<file path="config.mk">
export PLATFORM = sky130hd
export DESIGN_NAME = rw_req_scheduler
export DESIGN_NICKNAME = d
export VERILOG_FILES = /design/src/rtl/rw_sched_pkg.sv /design/src/rtl/rw_pend_cnt.sv /design/src/rtl/rw_req_scheduler.sv
export SDC_FILE = /design/constraint.sdc
export NUM_CORES = 1
export LEC_CHECK = 0
export CORE_UTILIZATION = 50
export DETAILED_ROUTE_END_ITERATION = 7
export MAX_ROUTING_LAYER = met4
export PLACE_DENSITY = 0.77
export SKIP_CTS_REPAIR_TIMING = 1
export SLEW_MARGIN = 20
export SYNTH_ARGS = -nofsm -noshare
export SYNTH_HDL_FRONTEND = slang
export SYNTH_HIERARCHICAL = 1
export SYNTH_SLANG_ARGS = --single-unit
</file>
<file path="constraint.sdc">
create_clock -name clk -period 3.2 [get_ports clk]
set_input_delay 0.64 -clock clk [delete_from_list [all_inputs] [get_ports clk]]
set_output_delay 0.64 -clock clk [all_outputs]
set_load 0.02 [all_outputs]
</file>
<file path="src/rtl/rw_sched_pkg.sv">
// Shared types for the read/write request scheduler: FSM states, grant kinds
// and the strobe-age timer width.
package rw_sched_pkg;

  localparam int TMR_W = 4;

  typedef enum logic [1:0] {
    IDLE,
    RD_ACT,
    WR_ACT,
    GAP
  } rw_state_e;

  typedef enum logic {
    KIND_RD,
    KIND_WR
  } rw_kind_e;

endpackage

</file>
<file path="src/rtl/rw_pend_cnt.sv">
// Saturating pending-request counter with a sticky overflow flag.
// A request arriving at the limit is dropped unless an issue frees a slot in the same cycle.
module rw_pend_cnt #(
  parameter int MAX_PEND = 7,
  parameter int PW       = $clog2(MAX_PEND + 1)
) (
  input  logic          clk,
  input  logic          rst_n,
  input  logic          inc,
  input  logic          dec,
  output logic [PW-1:0] cnt,
  output logic          ovf
);

  localparam logic [PW-1:0] CNT_MAX = PW'(MAX_PEND);

  logic [PW-1:0] cnt_q, cnt_d;
  logic          ovf_q, ovf_d;

  always_comb begin
    cnt_d = cnt_q;
    ovf_d = ovf_q;
    if (inc && !dec) begin
      if (cnt_q == CNT_MAX) begin
        ovf_d = 1'b1;
      end else begin
        cnt_d = cnt_q + 1'b1;
      end
    end else if (!inc && dec && cnt_q != '0) begin
      cnt_d = cnt_q - 1'b1;
    end
  end

  always_ff @(posedge clk or negedge rst_n) begin
    if (!rst_n) begin
      cnt_q <= '0;
      ovf_q <= 1'b0;
    end else begin
      cnt_q <= cnt_d;
      ovf_q <= ovf_d;
    end
  end

  assign cnt = cnt_q;
  assign ovf = ovf_q;

endmodule

</file>
<file path="src/rtl/rw_req_scheduler.sv">
// Issues queued read/write requests one at a time with a service timeout.
// Optional timeout error counter enabled by defining RW_SCHED_ERRCNT_EN.
module rw_req_scheduler
  import rw_sched_pkg::*;
#(
  parameter int TIMEOUT  = 5,
  parameter int MAX_PEND = 7,
  parameter int PW       = $clog2(MAX_PEND + 1),
  parameter int ERR_W    = 8
) (
  input  logic             clk,
  input  logic             rst_n,
  input  logic             rd_req,
  input  logic             wr_req,
  input  logic             rd_served,
  input  logic             wr_served,
  output logic             read,
  output logic             write,
  output logic             interrupt,
  output logic             busy,
  output logic [PW-1:0]    rd_pend,
  output logic [PW-1:0]    wr_pend,
  output logic             ovf,
  output logic [ERR_W-1:0] err_cnt
);

  // Handshake: a strobe stays high until its matching served is sampled at
  // strobe age 1..TIMEOUT-1; otherwise interrupt pulses at age TIMEOUT and the
  // strobe drops on the following cycle. One GAP cycle always separates strobes.
  localparam logic [TMR_W-1:0] TMR_LAST = TMR_W'(TIMEOUT);
  localparam logic [TMR_W-1:0] TMR_WARN = TMR_W'(TIMEOUT - 1);

  rw_state_e        state_q, state_d;
  rw_kind_e         last_kind_q, last_kind_d;
  logic [TMR_W-1:0] timer_q, timer_d;
  logic             read_q, read_d;
  logic             write_q, write_d;
  logic             interrupt_q, interrupt_d;
  logic             rd_issue, wr_issue;
  logic             rd_ovf, wr_ovf;
  logic             served;

  rw_pend_cnt #(.MAX_PEND(MAX_PEND), .PW(PW)) u_rd_pend (
    .clk  (clk),
    .rst_n(rst_n),
    .inc  (rd_req),
    .dec  (rd_issue),
    .cnt  (rd_pend),
    .ovf  (rd_ovf)
  );

  rw_pend_cnt #(.MAX_PEND(MAX_PEND), .PW(PW)) u_wr_pend (
    .clk  (clk),
    .rst_n(rst_n),
    .inc  (wr_req),
    .dec  (wr_issue),
    .cnt  (wr_pend),
    .ovf  (wr_ovf)
  );

  always_comb begin
    state_d     = state_q;
    last_kind_d = last_kind_q;
    timer_d     = timer_q;
    read_d      = read_q;
    write_d     = write_q;
    interrupt_d = 1'b0;
    rd_issue    = 1'b0;
    wr_issue    = 1'b0;
    served      = (state_q == RD_ACT && rd_served) || (state_q == WR_ACT && wr_served);

    case (state_q)
      IDLE: begin
        timer_d = '0;
        // Reads win a tie unless the previous grant was a read.
        if (rd_pend != '0 && (wr_pend == '0 || last_kind_q == KIND_WR)) begin
          state_d     = RD_ACT;
          read_d      = 1'b1;
          rd_issue    = 1'b1;
          last_kind_d = KIND_RD;
        end else if (wr_pend != '0) begin
          state_d     = WR_ACT;
          write_d     = 1'b1;
          wr_issue    = 1'b1;
          last_kind_d = KIND_WR;
        end
      end
      RD_ACT, WR_ACT: begin
        if (timer_q == TMR_LAST || (served && timer_q != '0)) begin
          state_d = GAP;
          read_d  = 1'b0;
          write_d = 1'b0;
          timer_d = '0;
        end else begin
          timer_d     = timer_q + 1'b1;
          interrupt_d = (timer_q == TMR_WARN);
        end
      end
      GAP: begin
        state_d = IDLE;
      end
      default: begin
        state_d = IDLE;
      end
    endcase
  end

  always_ff @(posedge clk or negedge rst_n) begin
    if (!rst_n) begin
      state_q     <= IDLE;
      last_kind_q <= KIND_WR;
      timer_q     <= '0;
      read_q      <= 1'b0;
      write_q     <= 1'b0;
      interrupt_q <= 1'b0;
    end else begin
      state_q     <= state_d;
      last_kind_q <= last_kind_d;
      timer_q     <= timer_d;
      read_q      <= read_d;
      write_q     <= write_d;
      interrupt_q <= interrupt_d;
    end
  end

  assign read      = read_q;
  assign write     = write_q;
  assign interrupt = interrupt_q;
  assign busy      = (state_q != IDLE);
  assign ovf       = rd_ovf | wr_ovf;

`ifdef RW_SCHED_ERRCNT_EN
  logic [ERR_W-1:0] err_cnt_q, err_cnt_d;

  always_comb begin
    err_cnt_d = err_cnt_q;
    if (interrupt_d && err_cnt_q != '1) begin
      err_cnt_d = err_cnt_q + 1'b1;
    end
  end

  always_ff @(posedge clk or negedge rst_n) begin
    if (!rst_n) begin
      err_cnt_q <= '0;
    end else begin
      err_cnt_q <= err_cnt_d;
    end
  end

  assign err_cnt = err_cnt_q;
`else
  assign err_cnt = '0;
`endif

endmodule

</file>
==> results by group <==
Yosys
  – Synth Area in Compound Gates: 25.6%
  – Mux cell area share after synthesis: 3.69%
  – Synth Area in XOR/XNOR: 0%
  – YS warnings: 6
  – Seq cells post-synth: 18
  – Syn_area_per_cell: 9.87 um^2
  – Synth Instances: 141
  – Share of the yosys chip area belonging to registers: 32.5%
  – Simple-gate share of the synthesized area: 19.2%
  – Post-synthesis cell type count: 45
  – Dominant combinational cell family by area after synthesis: compound AO/OA/AOI/OAI gates
  – Adder-cell share of the synthesized area: 10.1%
  – Mapped cell area: 1390 um^2

STA
  – Tcrit/Tclk final: 85.2%
  – RSZ-0062 raised after global routing: no
  – Final Max Tran Viols: 0
  – Endpoints failing hold: 0
  – Final setup vio count: 0
  – Setup TNS: 0 ps
  – Post-route minimum period: 2730 ps
  – Skew final: 3.57 ps
  – Max Fclk: 367 MHz
  – Worst-Margin Slew: 844 ps
  – Slew Limit Headroom: 43.6%
  – Hold WS: 479 ps

Layout
  – Final Util: 61.8%
  – Area growth, synth to finish: 13.0%
  – Ant diodes: 0
  – Fraction of layout cells with a size suffix above 1: 15.4%
  – Final instance area: 1570 um^2
  – Commonest non-fill, non-tap cells in the layout: dfrtp_1, clkdlybuf4s50_1, o21ai_0, ha_1, conb_1
  – Most common cell after layout, fill and taps aside: dfrtp_1
  – Final-stage net count: 173

Die
  – Chip Width: 54.8 um
  – Core Region: 2540 um^2
  – Die area: 3000 um^2
  – Initial core utilization: 54.7%
  – I/O pins: 25
  – Std cell rows: 18
  – Die Ht: 54.8 um

Placed design
  – Placer Congestion: 0.760
  – Input/output buffers: 16
  – Placement Cell Area: 1540 um^2
  – Dpl hpwl: 1890 um

Worst setup path
  – Worst setup EP type: flip-flop
  – WS Path Type: flip-flop to flip-flop
  – Worst Path Required: 3400 ps
  – Worst Setup Start Kind: flip-flop
  – CP Data Arrival Time: 2920 ps
  – Crit Reg-Reg Startpoint: u_rd_pend/cnt[1]$_DFFE_PN0P_
  – R2R Path End: u_rd_pend/cnt[2]$_DFFE_PN0P_
  – Internal reg-to-reg setup slack: 470 ps
  – Worst R2R Path Depth: 9
  – Crit Path Max Fanout: 11

Job
  – MaxCap Viol Count: 0

Clocking
  – Clock Sink Count: 18
  – Clock tree buffer depth: 2
  – TritonCTS Buffers: 3
  – CTS HTree Levels: 1
  – Worst-path clk slew: 100 ps
  – Clock Latency Late Sink: 300 ps
  – Root buf cell: clkbuf_4
  – CTS tree: yes

GRT
  – Global-route usage over all layers: 21.0%
  – First-pass GRT wire length: 4350 um
  – Grt total ovfl: 0
  – Vias in the first global route: 1072
  – Pin count of the biggest net entering global routing: 19
  – Initial antenna violation count: 0

Min path
  – Hold crit path type: flip-flop to flip-flop
  – Hold path depth: 1
  – Beginning of the worst hold path: u_rd_pend/ovf$_DFFE_PN0P_
  – Hold path endpoint: u_rd_pend/ovf$_DFFE_PN0P_

Power
  – Total Power: 1.83 mW
  – Max IR drop VDD: 0.660 mV
  – Leak pwr: 0.732 nW
  – P per Cell Area: 1170 nW/um^2

Detailed routing
  – First DRT Iteration DRCs: 16
  – Routed via count divided by cell count: 5.75
  – Post-Route WL: 2590 um
  – # DRC: 0
  – Drt pass-1 iters: 4
  – Routed WL per cell: 13.9 um
  – Vias: 1069
  – Final ANT Viol Nets: 0

Status
  – Outcome: complete, no violations
layer usage:
layer | wire length, um | global-route usage [%] | share of wire (%)
met5 | 0 | - | 0
met3 | 86 | 5.00 | 3.3
met2 | 1270 | 35.5 | 49
met1 | 1210 | 23.6 | 47
met4 | 18 | 8.55 | 0.70
cell type report:
cell class	instances	area, um^2
multi-input cells	108	846
repair buffers	17	168
well taps	30	37.5
clock buffers	4	36.3
inverters	9	33.8
fillers	228	972
flip-flops and latches	18	452
flip-flops by register name, indices dropped and copies added (netlist names):
name and count:
read 1, u_wr_pend/cnt 3, last_kind_q 1, state_q 2, u_rd_pend/ovf 1, interrupt 1, u_wr_pend/ovf 1, write 1
timer_q 4, u_rd_pend/cnt 3
cells by family (layout without fill, tap and decap cells):
| logic type | Yosys count | after routing |
|---|---|---|
| buffers and inverters | 22 | 30 |
| other | 1 | 8 |
| adders and majority gates | 10 | 10 |
| DFF | 18 | 18 |
| muxes | 5 | 5 |
| AOI/OAI and AO/OA | 45 | 45 |
| and+or+nand+nor | 40 | 40 |
through the flow:
stage | setup slack, ps | cells
finish | 473 | 186
global route | 277 | 186
CTS | 506 | 186
detailed placement | 522 | 182
global placement | 577 | 182
floorplan | 678 | 148
synth_stat cells (all sizes together):
cell / instances / area [um^2]
dfrtp: 17 / 425
buf: 9 / 71.3
inv: 9 / 33.8
o21ai: 9 / 48.8
ha: 8 / 100
a21oi: 7 / 35.0
nor2: 6 / 22.5
o211a: 6 / 60.1
nand2: 5 / 18.8
a31oi: 4 / 25.0
clkbuf: 4 / 15.0
mux2i: 4 / 40.0
nand2b: 4 / 25.0
nand3: 4 / 25.0
nor2b: 4 / 47.6
nor3: 4 / 25.0
nor3b: 4 / 30.0
o21a: 3 / 22.5
a211o: 2 / 17.5
a22oi: 2 / 28.8
a2bb2oi: 2 / 17.5
a41o: 2 / 20.0
and2: 2 / 15.0
fa: 2 / 40.0
nor4bb: 2 / 20.0
o21ba: 2 / 20.0
o22a: 2 / 17.5
o32a: 2 / 20.0
or2: 2 / 12.5
and3: 1 / 7.51
and4b: 1 / 11.3
conb: 1 / 3.75
dfstp: 1 / 26.3
mux2: 1 / 11.3
nand3b: 1 / 7.51
o31ai: 1 / 7.51
o41ai: 1 / 16.3
worst max-delay path, cell delays in order, from the launching register on:
cell and delay, ps:
dfrtp_1 520, nor3_2 310, o21ba_2 230, and2_1 270, nor2b_4 200, inv_2 80, fa_1 440, nor3b_1 300
o21ai_0 140, o211a_1 130
worst max-delay path by stage:
stage          cells past startpoint  slack [ps]                            to                    startpoint
6_report                           9         470  u_rd_pend/cnt[2]$_DFFE_PN0P_  u_rd_pend/cnt[1]$_DFFE_PN0P_
5_1_grt                            9         280  u_rd_pend/cnt[2]$_DFFE_PN0P_  u_rd_pend/cnt[1]$_DFFE_PN0P_
4_1_cts                            9         510  u_rd_pend/cnt[2]$_DFFE_PN0P_  u_rd_pend/cnt[1]$_DFFE_PN0P_
3_5_place_dp                       9         520  u_rd_pend/cnt[2]$_DFFE_PN0P_  u_rd_pend/cnt[1]$_DFFE_PN0P_
3_3_place_gp                       6         580  u_wr_pend/cnt[1]$_DFFE_PN0P_                        wr_req
2_1_floorplan                      8         680  u_rd_pend/cnt[1]$_DFFE_PN0P_  u_rd_pend/cnt[0]$_DFFE_PN0P_
where the power goes:
part / switching (mW) / internal (mW)
Combinational: 0.608 / 0.597
Clock: 0.0747 / 0.0694
Sequential: 0.150 / 0.335
No activity file was read; power rests on OpenSTA's default activity.
